===== src/rtl/jt51_modbuf_if.sv =====
// Signal bundle between the operator pipeline and jt51_modbuf.
// cen qualifies every field: one slot is transferred per cen cycle, with no backpressure.
`timescale 1ns/1ps
interface jt51_modbuf_if #(
   parameter int W  = 14,
   parameter int MW = 10
);
   logic          cen;
   logic          zero;
   logic [W-1:0]  op_result;
   logic [2:0]    fb_II;
   logic          m1_enters;
   logic          use_prevprev1;
   logic          use_prev2;
   logic          use_prev1;
   logic          use_internal_x;
   logic          use_internal_y;
   logic [MW-1:0] mod_out;
   logic [4:0]    slot;

   modport master (
      output cen, zero, op_result, fb_II, m1_enters,
      output use_prevprev1, use_prev2, use_prev1, use_internal_x, use_internal_y,
      input  mod_out, slot
   );

   modport slave (
      input  cen, zero, op_result, fb_II, m1_enters,
      input  use_prevprev1, use_prev2, use_prev1, use_internal_x, use_internal_y,
      output mod_out, slot
   );
endinterface


===== src/rtl/jt51_modbuf.sv =====
// Operator output history and per-slot phase-modulation builder with M1 self-feedback.
// Optional: define JT51_MODBUF_SAT_EN to saturate the feedback modulation instead of wrapping.
`timescale 1ns/1ps
module jt51_modbuf #(
   parameter int W  = 14,
   parameter int MW = 10
) (
   input logic          clk,
   input logic          rst,
   jt51_modbuf_if.slave bus
);
   localparam int HL = 24;

   logic [4:0]    slot_q, slot_d;
   logic [MW-1:0] mod_q, mod_d;
   logic [W-1:0]  hist_q [HL];
   logic [W-1:0]  hist_d [HL];
   logic [W-1:0]  x_q [8];
   logic [W-1:0]  x_d [8];
   logic [W-1:0]  y_q [8];
   logic [W-1:0]  y_d [8];
   logic [W-1:0]  fb0_q [8];
   logic [W-1:0]  fb0_d [8];
   logic [W-1:0]  fb1_q [8];
   logic [W-1:0]  fb1_d [8];

   logic [4:0]        wr_slot;
   logic [2:0]        wr_ch;
   logic [2:0]        rd_ch;
   logic [W:0]        sum;
   logic [2:0]        n_sel;
   logic [MW-1:0]     sel_mod;
   logic signed [W:0] fbsum;
   logic signed [W:0] fbsh;
   logic [3:0]        fb_shamt;
   logic [MW-1:0]     fb_mod;
   logic [MW-1:0]     mod_next;
   logic              unused_bits;

   // op_result belongs to the slot before the one whose flags are presented.
   assign wr_slot = slot_q - 5'd1;
   assign wr_ch   = wr_slot[2:0];
   assign rd_ch   = slot_q[2:0];

   assign bus.slot    = slot_q;
   assign bus.mod_out = mod_q;

   function automatic logic [W:0] sext(input logic [W-1:0] v);
      return {v[W-1], v};
   endfunction

   // Taps: P1 = 1 slot back, P2 = 8 slots back, PP1 = 16 slots back.
   always_comb begin
      sum   = '0;
      n_sel = '0;
      if (bus.use_prevprev1) begin
         sum   = sum + sext(hist_q[15]);
         n_sel = n_sel + 3'd1;
      end
      if (bus.use_prev2) begin
         sum   = sum + sext(hist_q[7]);
         n_sel = n_sel + 3'd1;
      end
      if (bus.use_prev1) begin
         sum   = sum + sext(hist_q[0]);
         n_sel = n_sel + 3'd1;
      end
      if (bus.use_internal_x) begin
         sum   = sum + sext(x_q[rd_ch]);
         n_sel = n_sel + 3'd1;
      end
      if (bus.use_internal_y) begin
         sum   = sum + sext(y_q[rd_ch]);
         n_sel = n_sel + 3'd1;
      end
      case (n_sel)
         3'd0:    sel_mod = '0;
         3'd1:    sel_mod = sum[W-1:W-MW];
         default: sel_mod = sum[W:W-MW+1];
      endcase
   end

`ifdef JT51_MODBUF_SAT_EN
   localparam logic signed [W:0] SAT_HI = $signed((W+1)'((1 << (MW-1)) - 1));
   localparam logic signed [W:0] SAT_LO = ~SAT_HI;
`endif

   always_comb begin
      fbsum    = $signed(sext(fb0_q[rd_ch])) + $signed(sext(fb1_q[rd_ch]));
      fb_shamt = 4'd10 - {1'b0, bus.fb_II};
      fbsh     = fbsum >>> fb_shamt;
`ifdef JT51_MODBUF_SAT_EN
      if (fbsh > SAT_HI)
         fb_mod = {1'b0, {(MW-1){1'b1}}};
      else if (fbsh < SAT_LO)
         fb_mod = {1'b1, {(MW-1){1'b0}}};
      else
         fb_mod = fbsh[MW-1:0];
`else
      fb_mod = fbsh[MW-1:0];
`endif
      mod_next = (bus.m1_enters && bus.fb_II != 3'd0) ? fb_mod : sel_mod;
   end

   assign unused_bits = ^{sum[W-MW-1:0], fbsh[W:MW]};

   always_comb begin
      slot_d = slot_q;
      mod_d  = mod_q;
      hist_d = hist_q;
      x_d    = x_q;
      y_d    = y_q;
      fb0_d  = fb0_q;
      fb1_d  = fb1_q;
      if (bus.cen) begin
         slot_d    = bus.zero ? 5'd1 : slot_q + 5'd1;
         mod_d     = mod_next;
         hist_d[0] = bus.op_result;
         for (int i = 1; i < HL; i++) hist_d[i] = hist_q[i-1];
         if (wr_slot[4:3] == 2'd0) begin
            x_d[wr_ch]   = bus.op_result;
            fb1_d[wr_ch] = fb0_q[wr_ch];
            fb0_d[wr_ch] = bus.op_result;
         end
         if (wr_slot[4:3] == 2'd2) y_d[wr_ch] = bus.op_result;
      end
   end

   always_ff @(posedge clk or posedge rst) begin
      if (rst) begin
         slot_q <= '0;
         mod_q  <= '0;
         for (int i = 0; i < HL; i++) hist_q[i] <= '0;
         for (int i = 0; i < 8; i++) begin
            x_q[i]   <= '0;
            y_q[i]   <= '0;
            fb0_q[i] <= '0;
            fb1_q[i] <= '0;
         end
      end else begin
         slot_q <= slot_d;
         mod_q  <= mod_d;
         hist_q <= hist_d;
         x_q    <= x_d;
         y_q    <= y_d;
         fb0_q  <= fb0_d;
         fb1_q  <= fb1_d;
      end
   end
endmodule


===== src/flat_wrapper.sv =====
// flat-port wrapper written by rule: the top's interface ports become plain ports
module jt51_modbuf_flat 
#(
   parameter int W  = 14,
   parameter int MW = 10
)
  (clk, rst, bus_cen, bus_zero, bus_op_result, bus_fb_II, bus_m1_enters, bus_use_prevprev1, bus_use_prev2, bus_use_prev1, bus_use_internal_x, bus_use_internal_y, bus_mod_out, bus_slot);
  jt51_modbuf_if #(.W(W), .MW(MW)) bus_i ();
  input logic clk;
  input logic rst;
  input wire logic [$bits(bus_i.cen)-1:0] bus_cen;
  input wire logic [$bits(bus_i.zero)-1:0] bus_zero;
  input wire logic [$bits(bus_i.op_result)-1:0] bus_op_result;
  input wire logic [$bits(bus_i.fb_II)-1:0] bus_fb_II;
  input wire logic [$bits(bus_i.m1_enters)-1:0] bus_m1_enters;
  input wire logic [$bits(bus_i.use_prevprev1)-1:0] bus_use_prevprev1;
  input wire logic [$bits(bus_i.use_prev2)-1:0] bus_use_prev2;
  input wire logic [$bits(bus_i.use_prev1)-1:0] bus_use_prev1;
  input wire logic [$bits(bus_i.use_internal_x)-1:0] bus_use_internal_x;
  input wire logic [$bits(bus_i.use_internal_y)-1:0] bus_use_internal_y;
  output wire logic [$bits(bus_i.mod_out)-1:0] bus_mod_out;
  output wire logic [$bits(bus_i.slot)-1:0] bus_slot;
  assign bus_i.cen = bus_cen;
  assign bus_i.zero = bus_zero;
  assign bus_i.op_result = bus_op_result;
  assign bus_i.fb_II = bus_fb_II;
  assign bus_i.m1_enters = bus_m1_enters;
  assign bus_i.use_prevprev1 = bus_use_prevprev1;
  assign bus_i.use_prev2 = bus_use_prev2;
  assign bus_i.use_prev1 = bus_use_prev1;
  assign bus_i.use_internal_x = bus_use_internal_x;
  assign bus_i.use_internal_y = bus_use_internal_y;
  assign bus_mod_out = bus_i.mod_out;
  assign bus_slot = bus_i.slot;
  jt51_modbuf #(.W(W), .MW(MW)) u_core (.clk(clk), .rst(rst), .bus(bus_i));
endmodule

===== config.mk =====
export PLATFORM = sky130hd
export DESIGN_NAME = jt51_modbuf_flat
export DESIGN_NICKNAME = d
export VERILOG_FILES = /design/src/rtl/jt51_modbuf_if.sv /design/src/rtl/jt51_modbuf.sv /design/src/flat_wrapper.sv
export SDC_FILE = /design/constraint.sdc
export NUM_CORES = 1
export LEC_CHECK = 0
export ABC_AREA = 1
export ABC_CLOCK_PERIOD_IN_PS = 30700
export CELL_PAD_IN_SITES_DETAIL_PLACEMENT = 1
export CELL_PAD_IN_SITES_GLOBAL_PLACEMENT = 2
export CORE_MARGIN = 2
export CORE_UTILIZATION = 41
export DETAILED_ROUTE_END_ITERATION = 7
export GPL_ROUTABILITY_DRIVEN = 0
export PLACE_DENSITY = 0.86
export SLEW_MARGIN = 10
export SYNTH_ARGS = -nofsm -noshare
export SYNTH_HDL_FRONTEND = slang
export SYNTH_SLANG_ARGS = --single-unit

===== constraint.sdc =====
create_clock -name clk -period 30.7 [get_ports clk]
set_input_delay 6.14 -clock clk [delete_from_list [all_inputs] [get_ports clk]]
set_output_delay 6.14 -clock clk [all_outputs]
set_load 0.02 [all_outputs]

After elaboration in Yosys (flattened, before gate mapping)
Index checks and enable logic that the tools add are counted.
Widths: inputs -> output; s select.
{"block": "word_totals", "output_inout_bits": 15, "regBits": 687}
{"block": "classes", "add_sub_neg": 12, "n_shift": 1, "muxes": 34, "n_eq_ne": 2, "order_cmp": 3, "n_reduce_logical": 7, "n_bitwise": 2}
{"op": "$bwmux 112", "n": 4}
{"op": "$bmux 14 s3", "n": 5}
{"op": "$mux 14", "n": 11}
{"op": "$mux 15", "n": 5}
{"op": "$add 15x15->15", "n": 4}
{"op": "$demux 14 s3", "n": 1}
{"op": "$pmux 10 s2", "n": 1}
{"op": "$add 14x14->15", "n": 1}
{"op": "$sshr 15x4->10", "n": 1}
{"op": "$mux 3", "n": 4}
{"op": "$mux 10", "n": 1}
{"op": "$add 3x1->3 const B", "n": 3}
{"op": "$ge 4x4->1 const B", "n": 2}
{"op": "$not 3->4", "n": 2}
{"op": "$add 5x1->5 const B", "n": 1}
{"op": "$mux 5", "n": 1}
{"op": "$sub 5x1->5 const B", "n": 1}
{"op": "$lt 4x1->1 const B", "n": 1}
{"op": "$reduce_and 2->1", "n": 2}
{"op": "$sub 4x3->4 const A", "n": 1}
{"op": "$eq 3x1->1 const B", "n": 1}
{"op": "$logic_not 3->1", "n": 1}
{"op": "$reduce_bool 3->1", "n": 1}
{"op": "$add 1x1->2 const B", "n": 1}
{"op": "4 further kinds", "n": 5}

Longest topological paths before layout
{"block": "logic_depth", "depth_word": 12, "depth_mapped": 49}

Worst setup path after synthesis
Ideal clock, no wire load.
{"block": "synth_path", "path_kind": "input to register", "from": "input port bus_use_prevprev1", "to": "register u_core.mod_q[9], in the netlist u_core.bus.mod_out[9]", "stages": 41, "required_time_ps": 30583, "setup_ps": 117, "arrival_ps": 11260, "path_slack_ps": 19323, "path_cell_list": "buf_6 > nand2_2 > inv_1 > ha_1 > fa_1 > inv_1 > xor2_1 > o21ai_0 > ha_1 > nand3_1 > nand2_1 > a21oi_1 > o21ai_0 > xor2_1 > o21ai_1 > ha_1 > a21oi_1 > o21ai_0 > (+5 left out) > nand2_1 > ha_1 > a21oi_1 > o21ai_0 > a21oi_1 > nand2_1 > a31oi_1 > nor2_1 > nand3_1 > nand2_1 > nand2_1 > nand3_1 > nand3_1 > nand2_1 > inv_1 > nand2_1 > nand2_1 > nand2_1"}
{"block": "synth_via", "elab_chain_cells": 12, "elab_cells_between_ends": 22}
{"item": "start: declaration", "line_no": "flat_wrapper.sv:16", "text": "input wire logic [$bits(bus_i.use_prevprev1)-1:0] bus_use_prevprev1;"}
{"item": "branches (longest 10 deep; another with $add 15x15->15)"}
{"item": "$pmux 10 s2 (*)", "line_no": "jt51_modbuf.sv:76", "text": "case (n_sel)"}
{"item": "$mux 10 (*)", "line_no": "jt51_modbuf.sv:102", "text": "mod_next = (bus.m1_enters && bus.fb_II != 3'd0) ? fb_mod : sel_mod;"}
{"item": "end signal: assignment", "line_no": "jt51_modbuf.sv:142", "text": "mod_q <= mod_d;"}
{"item": "end: declaration", "line_no": "jt51_modbuf.sv:15", "text": "logic [MW-1:0] mod_q, mod_d;"}
Mark *: on every way between the ends.
A chain may end at the register's enable or synchronous reset.

Worst setup path in the final report
Same ends and word-level chain as after synthesis.

==> impl_metrics.tcl <==
set metrics [dict create \
    cp-end-kind "flip-flop" \
    grt_pass1_vias 26050 \
    routed_via_density 5.338 \
    crit_arrival_ns 12.67 \
    grt_max_degree 122 \
    hold_path.class "reg2reg" \
    grt-ovfl-total 0 \
    finalNonFillerCells 4773 \
    drive_gt1_share_pct 6.016 \
    postRouteAntennaNets 0 \
    slowest_stage "fa_1" \
    num_rows 98 \
    rsz0062_at_grt "false" \
    place_area_mm2 0.03089 \
    postCtsResizedCells 0 \
    start_util_pct 41.54 \
    p_leak_uw 0.01614 \
    cts_root_buffer "clkbuf_16" \
    wl_um 91040 \
    clock_sinks 575 \
    htree_levels 3 \
    initialDrtViolationCount 1734 \
    critical-path-max-stage-delay_ns 0.45 \
    finalCriticalPeriod_ns 12.19 \
    num_vias 25480 \
    numCtsBuffers 67 \
    io_buffers 41 \
    drt-pass1-iter-count 5 \
    setup_ws_ns 18.51 \
    required_ns 31.19 \
    syn2layout_area_growth_pct 11.30 \
    synth_area_mm2 0.02975 \
    path_clk_slew_ns 0.05 \
    die-area_mm2 0.07473 \
    placedCellCount 4654 \
    synth.distinct_cells 54 \
    design_area_mm2 0.03311 \
    fin_worst_skew_ns 0.02813 \
    cp-start-kind "input pin" \
    timing_worst_setup_path_type "in2reg" \
    maxSlewHeadroom_pct 14.72 \
    final-hold-violation-count 0 \
    ir_drop_uv 43.14 \
    cp_max_fo 25 \
    setup_tns_ns 0 \
    status "finished clean" \
    cts_buffer_depth 3 \
    synth_area_per_cell_um2 7.745 \
    layout_commonest_cell "nand2_1" \
    fin_total_pwr_uw 3071 \
    fillers 8739 \
    most-common-layout-cells "nand2_1 (1,312), dfrtp_1 (573), o21ai_0 (531)" \
    worstMarginPinSlew_ns 1.269 \
    place_ws_ns 17.92 \
    dpl.hpwl_um 59050 \
    grt_pass1_wl_um 145500 \
    antenna_found_initial 1 \
    die_y_um 273.4 \
    routedWlPerCell_um 19.07 \
    die_width_um 273.4 \
    final-setup-viol-count 0 \
    cts_tree "yes" \
    period_share_pct 39.69 \
    antenna_cells 0 \
    boundaryPins 42 \
    fmax_mhz 82.06 \
    crit_path_frequent_cell "nand2_1" \
    pwr_density_cell_mw_per_mm2 92.76 \
    ys_seq_area_share_pct 48.37 \
    finalMaxSlewViolations 0 \
    clk_latency_ns 0.62 \
    rrSetupSlack_ns 23.48 \
    drc_errors 0 \
    yosys_warnings 0 \
    ctsHoldBuffers 0 \
    grt.total_usage_pct 24.63 \
    syn_inst 3841 \
    synth_fp_nets 3946 \
    cap_violations 0 \
    cts_setup_buffers 0 \
    core_mm2 0.07161 \
    final_nets 3878 \
    ys_ff_latch 575 \
]
path summary, 6_finish.rpt:
kind                                     from                    end  cells past startpoint
min in group asynchronous                 rst     u_core.hist_q[170]                      2
min                        u_core.hist_q[307]     u_core.hist_q[307]                      2
max reg2reg                u_core.bus.slot[0]  u_core.bus.mod_out[9]                     33
max                         bus_use_prevprev1  u_core.bus.mod_out[9]                     42
min reg2reg                u_core.hist_q[307]     u_core.hist_q[307]                      2
max in group asynchronous                 rst     u_core.hist_q[305]                      5
final cells by class:
class	instances	area, um2	share of cell area [%]
clock inverters	13	152.6	0.4610
inverters	248	949.7	2.868
clock buffers	106	2067	6.243
flip-flops and latches	575	14390	43.47
repair buffers	87	759.5	2.294
multi-input cells	2794	13600	41.07
well taps	950	1189	3.590
metrics by stage:
stage	hold WS [ns]	util, %
5_1_grt	0.4892	46.24
2_1_floorplan	0.4417	-
3_5_place_dp	0.4586	43.13
4_1_cts	0.4710	46.23
6_report	0.4665	46.24
3_3_place_gp	0.4530	43.13
critical path, delay by kind of cell:
family	cells	cell delay [ns]
AO/OA/AOI/OAI	14	2.30
AND/OR/NAND/NOR	16	1.46
buffers and inverters	5	0.85
XOR/XNOR	2	0.22
adder cells (fa/ha/maj)	5	1.67
flip-flops by register name, summed over array words and instances (netlist names):
register            flops
u_core.fb1_q          112
u_core.bus.mod_out     10
u_core.y_q            112
u_core.bus.slot         5
u_core.hist_q         224
u_core.fb0_q          112
synthesized netlist by cell type (all sizes together):
master | n | area (um2)
o2111ai | 1 | 8.760
a21o | 7 | 52.55
nor4 | 4 | 31.28
dfrtp | 575 | 14390
xor2 | 27 | 236.5
o211ai | 13 | 102.6
nand3 | 192 | 1038
nand4 | 12 | 75.07
nor3b | 1 | 7.510
fa | 4 | 80.08
nor3 | 22 | 131.4
o22ai | 29 | 181.4
nor2 | 207 | 804.5
and2 | 1 | 6.260
ha | 74 | 925.9
o31ai | 2 | 15.01
o31a | 1 | 8.760
or2 | 11 | 68.81
nand3b | 3 | 22.52
o21bai | 7 | 52.55
buf | 52 | 246.5
nand2 | 1332 | 5040
clkinv | 4 | 15.01
a221oi | 25 | 219.0
a31oi | 33 | 212.7
a21oi | 142 | 710.7
a211oi | 3 | 22.52
xnor2 | 13 | 113.9
mux2i | 1 | 10.01
a31o | 1 | 8.760
a21boi | 3 | 22.52
o21a | 75 | 563.0
inv | 244 | 915.9
o21ai | 548 | 2765
clkbuf | 172 | 645.6
metal layers:
layer	vias to the layer above	share of wire [%]	GRT usage [%]
met2	404	48	41.75
li1	12420	-	-
met4	0	3.6	8.599
met3	154	4.3	3.912
met5	-	0	0
met1	12500	44	31.95
cell families after synthesis:
family | after synthesis | share of synthesized area [%]
AOI/OAI and AO/OA | 890 | 16.63
adders and majority gates | 78 | 3.381
and+or+nand+nor | 1785 | 24.29
xor gates and xnor gates | 40 | 1.178
DFF | 575 | 48.37
buffers and inverters | 472 | 6.128
muxes | 1 | 0.03365
report_power, final:
part	switching, uW	internal, uW	total, uW	leakage (uW)
Clock	327	480	807	0.00109
Sequential	148	1010	1150	0.00738
Combinational	714	395	1110	0.00767
Note: power is estimated with default switching activity, not from simulation.
